`src/rtl/game_pkg.sv`:
```
// Shared game types and constants for the flappy-bird datapath.
// Consumers: game_controller, tick_gen, physics and renderer blocks.
package game_pkg;

   typedef enum logic [1:0] {
      ST_READY   = 2'd0,
      ST_PLAYING = 2'd1,
      ST_DEAD    = 2'd2,
      ST_OVER    = 2'd3
   } game_state_t;

   localparam int unsigned TICK_DIV_DEF  = 1048576;
   localparam int unsigned DEAD_HOLD_DEF = 32;

   // Geometry shared with the bird physics block.
   localparam int unsigned SCREEN_H = 480;
   localparam int unsigned BIRD_H   = 32;

   // Physics ticks and flap presses are only honoured while the bird is in play.
   function automatic logic is_live(input game_state_t s);
      return (s == ST_READY) || (s == ST_PLAYING);
   endfunction

endpackage

```
`src/rtl/tick_gen.sv`:
```
// Free-running divider: tick_o is registered and high for the one cycle in which the count is DIV-1.
// Latency: clr_i forces the count to 0 on the next edge, so the first tick lands DIV cycles after the clear cycle.
module tick_gen
   import game_pkg::*;
#(
   parameter int unsigned DIV = TICK_DIV_DEF
) (
   input  logic clk_i,
   input  logic reset_i,
   input  logic en_i,
   input  logic clr_i,
   output logic tick_o
);

   localparam int unsigned CW = $clog2(DIV);
   localparam logic [CW-1:0] LAST = CW'(DIV - 1);

   logic [CW-1:0] cnt_q, cnt_d;
   logic          tick_q;

   always_comb begin
      cnt_d = cnt_q;
      if (clr_i) begin
         cnt_d = '0;
      end else if (en_i) begin
         cnt_d = (cnt_q == LAST) ? '0 : cnt_q + 1'b1;
      end
   end

   // Decoding the next count keeps the tick flop aligned with cnt_q == LAST.
   always_ff @(posedge clk_i) begin
      if (reset_i) begin
         cnt_q  <= '0;
         tick_q <= 1'b0;
      end else begin
         cnt_q  <= cnt_d;
         tick_q <= en_i && !clr_i && (cnt_d == LAST);
      end
   end

   assign tick_o = tick_q;

endmodule

```
`src/rtl/game_controller.sv`:
```
// Game sequencer: physics tick, one-flap-per-tick conditioning, READY/PLAYING/DEAD/OVER FSM, score keeping.
// Latency: a button press reaches flap_pend 3 cycles after the raw rise; phys_reset fires in the press cycle while OVER.
module game_controller
   import game_pkg::*;
#(
   parameter int unsigned TICK_DIV  = TICK_DIV_DEF,
   parameter int unsigned DEAD_HOLD = DEAD_HOLD_DEF,
   parameter int unsigned SCORE_W   = 8
) (
   input  logic               clk,
   input  logic               reset,
   input  logic               flap_btn,
   input  logic               bird_alive,
   input  logic               pipe_collision,
   input  logic               pipe_passed,
   output logic               phys_tick,
   output logic               flap_out,
   output logic               phys_reset,
   output logic [1:0]         state,
   output logic [SCORE_W-1:0] score,
   output logic [SCORE_W-1:0] high_score
);

   localparam int unsigned DW = $clog2(DEAD_HOLD + 1);
   localparam logic [DW-1:0] DEAD_LAST = DW'(DEAD_HOLD - 1);
   localparam logic [SCORE_W-1:0] SCORE_MAX = '1;

   logic                sync1_q, sync2_q, sync3_q;
   logic                press, live, restart, tick_evt;
   game_state_t         state_q, state_d;
   logic [SCORE_W-1:0]  score_q, score_d, hs_q, hs_d;
   logic [DW-1:0]       dead_q, dead_d;
   logic                pend_q, pend_d;

   tick_gen #(.DIV(TICK_DIV)) u_tick_gen (
      .clk_i   (clk),
      .reset_i (reset),
      .en_i    (1'b1),
      .clr_i   (restart),
      .tick_o  (tick_evt)
   );

   assign press      = sync2_q && !sync3_q;
   assign live       = is_live(state_q);
   assign restart    = (state_q == ST_OVER) && press;
   assign phys_tick  = tick_evt && live;
   assign flap_out   = phys_tick && pend_q;
   assign phys_reset = restart;
   assign state      = state_q;
   assign score      = score_q;
   assign high_score = hs_q;

   always_comb begin
      state_d = state_q;
      score_d = score_q;
      hs_d    = hs_q;
      dead_d  = dead_q;
      pend_d  = pend_q;
      // Set after clear: a press landing on a tick waits for the following tick.
      if (phys_tick) pend_d = 1'b0;
      if (press && live) pend_d = 1'b1;
      case (state_q)
         ST_READY: begin
            if (bird_alive) state_d = ST_PLAYING;
         end
         ST_PLAYING: begin
            if (pipe_collision || !bird_alive) begin
               state_d = ST_DEAD;
               dead_d  = '0;
               if (score_q > hs_q) hs_d = score_q;
            end else if (pipe_passed && (score_q != SCORE_MAX)) begin
               score_d = score_q + 1'b1;
            end
         end
         ST_DEAD: begin
            // The hold timer runs on the ungated tick even though phys_tick is quiet.
            if (tick_evt) begin
               if (dead_q == DEAD_LAST) state_d = ST_OVER;
               else                     dead_d  = dead_q + 1'b1;
            end
         end
         ST_OVER: begin
            if (press) begin
               state_d = ST_READY;
               score_d = '0;
               pend_d  = 1'b0;
            end
         end
         default: state_d = ST_READY;
      endcase
   end

   always_ff @(posedge clk) begin
      if (reset) begin
         sync1_q <= 1'b0;
         sync2_q <= 1'b0;
         sync3_q <= 1'b0;
         state_q <= ST_READY;
         score_q <= '0;
         hs_q    <= '0;
         dead_q  <= '0;
         pend_q  <= 1'b0;
      end else begin
         sync1_q <= flap_btn;
         sync2_q <= sync1_q;
         sync3_q <= sync2_q;
         state_q <= state_d;
         score_q <= score_d;
         hs_q    <= hs_d;
         dead_q  <= dead_d;
         pend_q  <= pend_d;
      end
   end

endmodule

```
`config.mk`:
```
export PLATFORM = sky130hd
export DESIGN_NAME = game_controller
export DESIGN_NICKNAME = d
export VERILOG_FILES = /design/src/rtl/game_pkg.sv /design/src/rtl/tick_gen.sv /design/src/rtl/game_controller.sv
export SDC_FILE = /design/constraint.sdc
export NUM_CORES = 1
export LEC_CHECK = 0
export CAP_MARGIN = 20
export CORE_UTILIZATION = 51
export CTS_CLUSTER_DIAMETER = 30
export DETAILED_ROUTE_END_ITERATION = 8
export PLACE_DENSITY = 0.75
export SLEW_MARGIN = 0
export SYNTH_ARGS = -nofsm -noshare
export SYNTH_HDL_FRONTEND = slang
export SYNTH_SLANG_ARGS = --single-unit
```
`constraint.sdc`:
```
create_clock -name clk -period 1.85 [get_ports clk]
set_clock_uncertainty 0.05 [all_clocks]
set_input_delay 0.185 -clock clk [delete_from_list [all_inputs] [get_ports clk]]
set_output_delay 0.185 -clock clk [all_outputs]
set_load 0.02 [all_outputs]
```
==> results of run 1 <==
==> state kept, by name, indices dropped and copies added (netlist names), 2 cells and up <==
name / flops
state: 2
u_tick_gen.cnt_q: 20
high_score: 8
score: 8
dead_q: 6
==> layer usage <==
metal,part of all wire,global-route usage
met1,0.45,0.298
met2,0.49,0.404
met3,0.041,0.0415
met4,0.017,0.0985
met5,0,0
==> area by class of cell <==
type	count	area share
Tap cell	70	0.0239
Timing Repair Buffer	75	0.176
Inverter	19	0.0201
Clock inverter	2	0.00920
Multi-Input combinational cell	239	0.479
Clock buffer	6	0.0198
Sequential cell	49	0.272
==> how the worst max path moves through the flow <==
stage | start | to | slack, ns | depth (start not counted)
after global routing | u_tick_gen.cnt_q[1] | u_tick_gen.tick_o | -0.08 | 7
final | u_tick_gen.cnt_q[0] | u_tick_gen.tick_o | 0.0005 | 6
after detailed placement | state[0] | u_tick_gen.tick_o | -0.15 | 7
after CTS | state[0] | u_tick_gen.tick_o | -0.03 | 7
after global placement | state[0] | u_tick_gen.tick_o | -0.15 | 7
after floorplan | state[1] | score[3] | -0.10 | 10
==> power groups by stage <==
stage,clock [W],sequential [W],combinational (W)
2_1_floorplan,0,0.00119,0.000371
3_3_place_gp,0,0.00116,0.000637
3_5_place_dp,0,0.00117,0.000652
4_1_cts,0.000770,0.00114,0.000693
5_1_grt,0.000814,0.00115,0.000863
6_report,0.000757,0.00115,0.000796
==> cells by family after synthesis <==
logic type | Yosys count | share of synthesized area
AND/OR/NAND/NOR | 146 | 0.294
adder cells (fa/ha/maj) | 15 | 0.0689
XOR/XNOR | 21 | 0.0675
AO/OA/AOI/OAI | 47 | 0.120
buffers and inverters | 32 | 0.0524
flip-flops | 49 | 0.360
multiplexers | 10 | 0.0367
==> repair_timing <==
action | 4_1_cts | 5_1_grt
setup buffers | 3 | 6
gates resized for setup | 27 | 22
pin swaps | 9 | 12
setup endpoints to repair | 15 | 18
endpoints found under the hold margin | 0 | 0
==> stage by stage <==
step	total power [W]	TNS [ns]	worst slack, ns	instance area [µm²]	std cells
2_1_floorplan	0.00157	-0.426	-0.100	2780	320
3_3_place_gp	0.00180	-0.375	-0.150	3360	443
3_5_place_dp	0.00182	-0.581	-0.149	3360	443
4_1_cts	0.00261	-0.0462	-0.0330	3560	454
5_1_grt	0.00283	-0.229	-0.0804	3670	460
6_report	0.00270	0	0.000451	3670	460
==> synth_stat cells, types with 2 or more instances <==
master and number:
and2_1 5, xnor2_1 9, nand2b_1 21, nor4b_1 2
nand4_2 2, o211ai_1 3, or3_1 5, o22ai_1 2
inv_1 19, buf_6 2, nand3_1 10, ha_1 15
mux2i_1 10, nor2b_1 7, a21o_1 4, and3_1 5
dfxtp_1 49, o21a_1 3, nand4b_1 3, xor2_1 12
nor3b_1 3, a21oi_1 13, clkbuf_1 7, a31oi_1 4
clkbuf_2 2, nand2_1 15, nor2_1 42, nor3_1 4
o21ai_0 8, nand4_1 11
==> worst max-delay path, delay by kind of cell, from the launching register on <==
family	cells	cell delay (ns)
buffers and inverters	1	0.03
DFF	1	0.37
AOI/OAI and AO/OA	1	0.30
adders and majority gates	1	0.26
and+or+nand+nor	3	0.77
==> metrics.csv, run 1 <==
stage,metric,value,unit
power_and_ir_drop,clkPwrFrac,0.281,
synthesis,ys_top_cells_by_area,"dfxtp_1, ha_1, nor2_1",
finish,multi_input_area,1760,µm²
finish,num-nets-final,410,
synthesis,yosysWarningCount,0,
critical_path,r2r_start,u_tick_gen.cnt_q[0],
floorplan,num_rows,26,
power_and_ir_drop,power_density,735,nW/µm²
critical_path,r2r_end,u_tick_gen.tick_o,
cts,path_clk_slew,0.09,ns
routing,vias_per_cell,5.43,
global_routing,grt_overflow,0,
hold_path,hp-start,sync1_q,
floorplan,core_area,5140,µm²
critical_path,required,2.02,ns
power_and_ir_drop,switchingPower,0.000787,W
finish,final_common_cell,buf_4,
synthesis,syn_nets,341,
power_and_ir_drop,pwr-share-seq,0.424,
floorplan,die_w,75.1,µm
floorplan,die_height,75.1,µm
timing,worst_pin_slew,0.342,ns
critical_path,critPathArrivalTime,2.02,ns
cts,cts.sinks,49,
synthesis,yosysSeqAreaShare,0.360,
timing,rsz0062_at_grt,yes,
place,portBuffers,26,
synthesis,ys_types,53,
finish,final_util,0.714,
synthesis,synth-seq-cells,49,
cts,postCtsHoldBufs,0,
status,outcome,"complete, no violations",
place,place_congestion,0.917,
power_and_ir_drop,ir_drop,0.000410,V
synthesis,synth_edf_count,0,
routing,first_pass_iters,5,
synthesis,synthFlopType,dfxtp_1,
synthesis,synth_cells,320,
timing,maxSlewViolCount,0,
timing,hold_ws,0.388,ns
cts,cts_buffers,5,
timing,finalHoldViolCount,0,
critical_path,critPathMaxStageDelay,0.37,ns
finish,drive_above_1_share,0.272,
global_routing,grt_pass1_vias,2326,
routing,num_vias,2496,
timing,setup_viol,0,
finish,register_area,1000,µm²
routing,drc,0,
critical_path,crit_chain,ha_4 -> inv_2 -> or3_4 -> a2111oi_4 -> nand4b_1 -> nor4b_2,
floorplan,ios,27,
critical_path,worstSetupPathType,flip-flop to flip-flop,
synthesis,synth_largest_area_cell,dfxtp_1,
power_and_ir_drop,leakagePower,1.40,nW
cts,tritoncts,built,
floorplan,start_util,0.530,
synthesis,async_flop_share,0,
cts,clock_latency,0.30,ns
synthesis,netlist.area_leader.share,0.360,
cts,root_buffer,clkbuf_8,
hold_path,min_path_type,flip-flop to flip-flop,
floorplan,die_area,5640,µm²
power_and_ir_drop,swShare,0.292,
timing,finalCriticalPeriod,1.85,ns
critical_path,crit_fanout,4,
finish,final_cell_mix,"buf_4, dfxtp_1, nor2_1, clkdlybuf4s50_1, nand2b_1",
global_routing,grt_max_degree,35,
critical_path,setup.worst_path.end_class,flip-flop,
cts,cts.path.max_buffers,2,
timing,slew_headroom,0.771,
routing,ant_nets,0,
synthesis,syn_area,2720,µm²
finish,fillers,399,
finish,area_growth,34.8,%
hold_path,hold_depth,1,
timing,fmaxAchievable,541,MHz
critical_path,r2r_slack,0.0005,ns
cts,cts-htree-levels,2,
critical_path,cp_slowest_cell,dfxtp_4,
global_routing,antenna_found_initial,0,
power_and_ir_drop,p_int,0.00191,W
routing,drtIter0Drc,128,
routing,wl_per_cell,14.0,µm
run,drv_cap,0,
timing,post-route-period-util,1.00,
place,dp_hpwl,4370,µm
power_and_ir_drop,combPwrFrac,0.295,
hold_path,min_to,sync2_q,
routing,wl,6450,µm
synthesis,syn_avg_cell_area,8.51,µm²
critical_path,reg2reg_depth,6,
global_routing,grt_usage,0.238,
global_routing,grt_pass1_wl,10300,µm
finish,antenna_cells,0,
critical_path,crit_path_start_kind,flip-flop,
Power figures use the tool's default switching activity.
==> run 2, diff against run 1 <==
==> constraint.sdc (replaced) <==
create_clock -name clk -period 1.85 [get_ports clk]
set_clock_uncertainty 0.05 [all_clocks]
set_input_delay 0.4625 -clock clk [delete_from_list [all_inputs] [get_ports clk]]
set_output_delay 0.4625 -clock clk [all_outputs]
set_load 0.02 [all_outputs]
==> run 2 against run 1 <==
  * The run now ends with negative setup slack left
  * Final cell count up 2.0%
  * Cell area up 2.0%
  * Critical path depth unchanged
  * Clock power up 3.6%
  * Register-to-register slack worse by 0.08 ns
  * Hold slack better by 0.015 ns
  * Global-route usage down 0.37 points
  * Via count up 1.0%
  * Total power up 0.95%
  * Maximum frequency down 4.0%
  * Routed wire length up 3.4%
  * First-iteration DRC count up 12%
==> metrics.csv, run 2 (synthesis gave the netlist of run 1 again) <==
stage,metric,value,unit,change
critical_path,crit_path_start_kind,flip-flop,,
power_and_ir_drop,leakagePower,1.53,nW,+9.5%
cts,path_clk_slew,0.10,ns,about the same
finish,fillers,403,,+1.0%
hold_path,hold_depth,1,,unchanged
place,place_congestion,0.906,,-1.1%
floorplan,core_area,5140,µm²,unchanged
finish,design_area,3750,µm²,+2.0%
routing,num_vias,2521,,+1.0%
timing,finalCriticalPeriod,1.93,ns,+0.0780 ns
global_routing,grt_overflow,0,,unchanged
floorplan,start_util,0.530,,unchanged
cts,cts.path.max_buffers,2,,unchanged
global_routing,grt_pass1_wl,9940,µm,-3.6%
timing,fmaxAchievable,519,MHz,-4.0%
status,outcome,"finished, violations left",,
floorplan,die_w,75.1,µm,unchanged
timing,rsz0062_at_grt,yes,,
run,drv_cap,0,,unchanged
finish,antenna_cells,0,,unchanged
finish,num-nets-final,419,,+2.2%
finish,final_common_cell,buf_4,,
critical_path,worstSetupPathType,flip-flop to primary output,,
cts,cts.sinks,49,,unchanged
global_routing,antenna_found_initial,0,,unchanged
timing,worst_pin_slew,0.382,ns,+0.0401 ns
finish,final_cell_mix,"buf_4, dfxtp_1, nor2_1, nand2b_1",,
timing,setup_slack,-0.0776,ns,-0.0780 ns
routing,met3_length,283,µm,+7.6%
floorplan,die_height,75.1,µm,unchanged
critical_path,required,1.34,ns,-0.68 ns
place,portBuffers,26,,unchanged
routing,vias_per_cell,5.38,,-0.94%
cts,tritoncts,built,,
timing,maxSlewViolCount,0,,unchanged
global_routing,grt_pass1_vias,2282,,-1.9%
routing,drc,0,,unchanged
power_and_ir_drop,power_density,727,nW/µm²,-1.0%
finish,drive_above_1_share,0.306,,+0.0340
routing,wl_per_cell,14.2,µm,+1.4%
critical_path,crit_fanout,4,,unchanged
critical_path,setup.worst_path.end_class,primary output,,
finish,top_register,u_tick_gen.cnt_q,,
finish,area_growth,37.5,%,
timing,finalHoldViolCount,0,,unchanged
routing,first_pass_iters,4,,-1
timing,setup_viol,7,,+7
cts,root_buffer,clkbuf_8,,
cts,cts_buffers,5,,unchanged
critical_path,reg2reg_depth,9,,+3
critical_path,critPathArrivalTime,1.42,ns,-0.60 ns
floorplan,num_rows,26,,unchanged
global_routing,grt_usage,0.234,,-0.00374
floorplan,die_area,5640,µm²,unchanged
place,place_area,3440,µm²,+2.4%
cts,cts-htree-levels,2,,unchanged
timing,slew_headroom,0.745,,-0.0261
routing,topRoutingLayerUsed,met4,,
routing,wl,6680,µm,+3.4%
place,dp_cells,455,,+2.7%
power_and_ir_drop,ir_drop,0.000420,V,+2.2%
finish,final_cell_count_no_fill,469,,+2.0%
routing,drt-met1-wl,2850,µm,-2.4%
finish,largest_reg_flops,20,,unchanged
hold_path,min_path_type,flip-flop to flip-flop,,
timing,post-route-period-util,1.04,,+0.0422
status,violations,negative setup slack,,
cts,clock_latency,0.31,ns,about the same
routing,wl_met2,3390,µm,+7.4%
routing,drtIter0Drc,143,,+12%
global_routing,grt_max_degree,35,,unchanged
floorplan,ios,27,,unchanged
place,dp_hpwl,4580,µm,+4.8%
routing,ant_nets,0,,unchanged
run 2: area by class of cell:
cell class,count,area (µm²),share of cell area
Timing Repair Buffer,84,697,0.186
Inverter,19,73.8,0.0197
Clock inverter,3,46.3,0.0124
Tap cell,70,87.6,0.0234
Sequential cell,49,1000,0.267
Multi-Input combinational cell,239,1770,0.473
Clock buffer,5,68.8,0.0184
run 2: power breakdown:
| part | switching [W] | internal [W] |
|---|---|---|
| Clock | 0.000379 | 0.000405 |
| Combinational | 0.000391 | 0.000401 |
| Sequential | 0.0000478 | 0.00110 |
run 2: stage by stage:
stage / hold WS (ns) / worst slack [ns] / TNS, ns / total power, W / utilization
after floorplan: 0.364 / -0.100 / -0.426 / 0.00157 / -
after global placement: 0.375 / -0.384 / -3.42 / 0.00180 / 0.669
after CTS: 0.405 / -0.0794 / -0.115 / 0.00266 / 0.711
final: 0.402 / -0.0776 / -0.307 / 0.00272 / 0.729
after global routing: 0.415 / -0.136 / -1.01 / 0.00284 / 0.729
after detailed placement: 0.396 / -0.410 / -4.49 / 0.00182 / 0.669
run 2: critical path: stages, from the launching register on:
cell and delay (ns):
dfxtp_4 0.39, inv_1 0.08, ha_4 0.17, nor2_2 0.11, nor2b_2 0.07, and2_1 0.16, buf_6 0.13
run 2: final timing paths:
kind / to / slack [ns] / start
min: sync2_q / 0.40 / sync1_q
max reg2reg: score[6] / -0.08 / state[1]
max: flap_out / -0.08 / state[0]
min reg2reg: sync2_q / 0.40 / sync1_q
run 2: what timing repair did:
item,CTS,global route
hold buffers,0,0
pin swaps,12,8
gates resized for setup,42,28
endpoints found under the setup margin,29,34
setup buffers,5,1
run 2: routing by layer:
layer | up-vias | GRT usage
met3 | 13 | 0.0361
met5 | - | 0
met2 | 62 | 0.440
li1 | 1255 | -
met4 | 0 | 0.0901
met1 | 1191 | 0.265
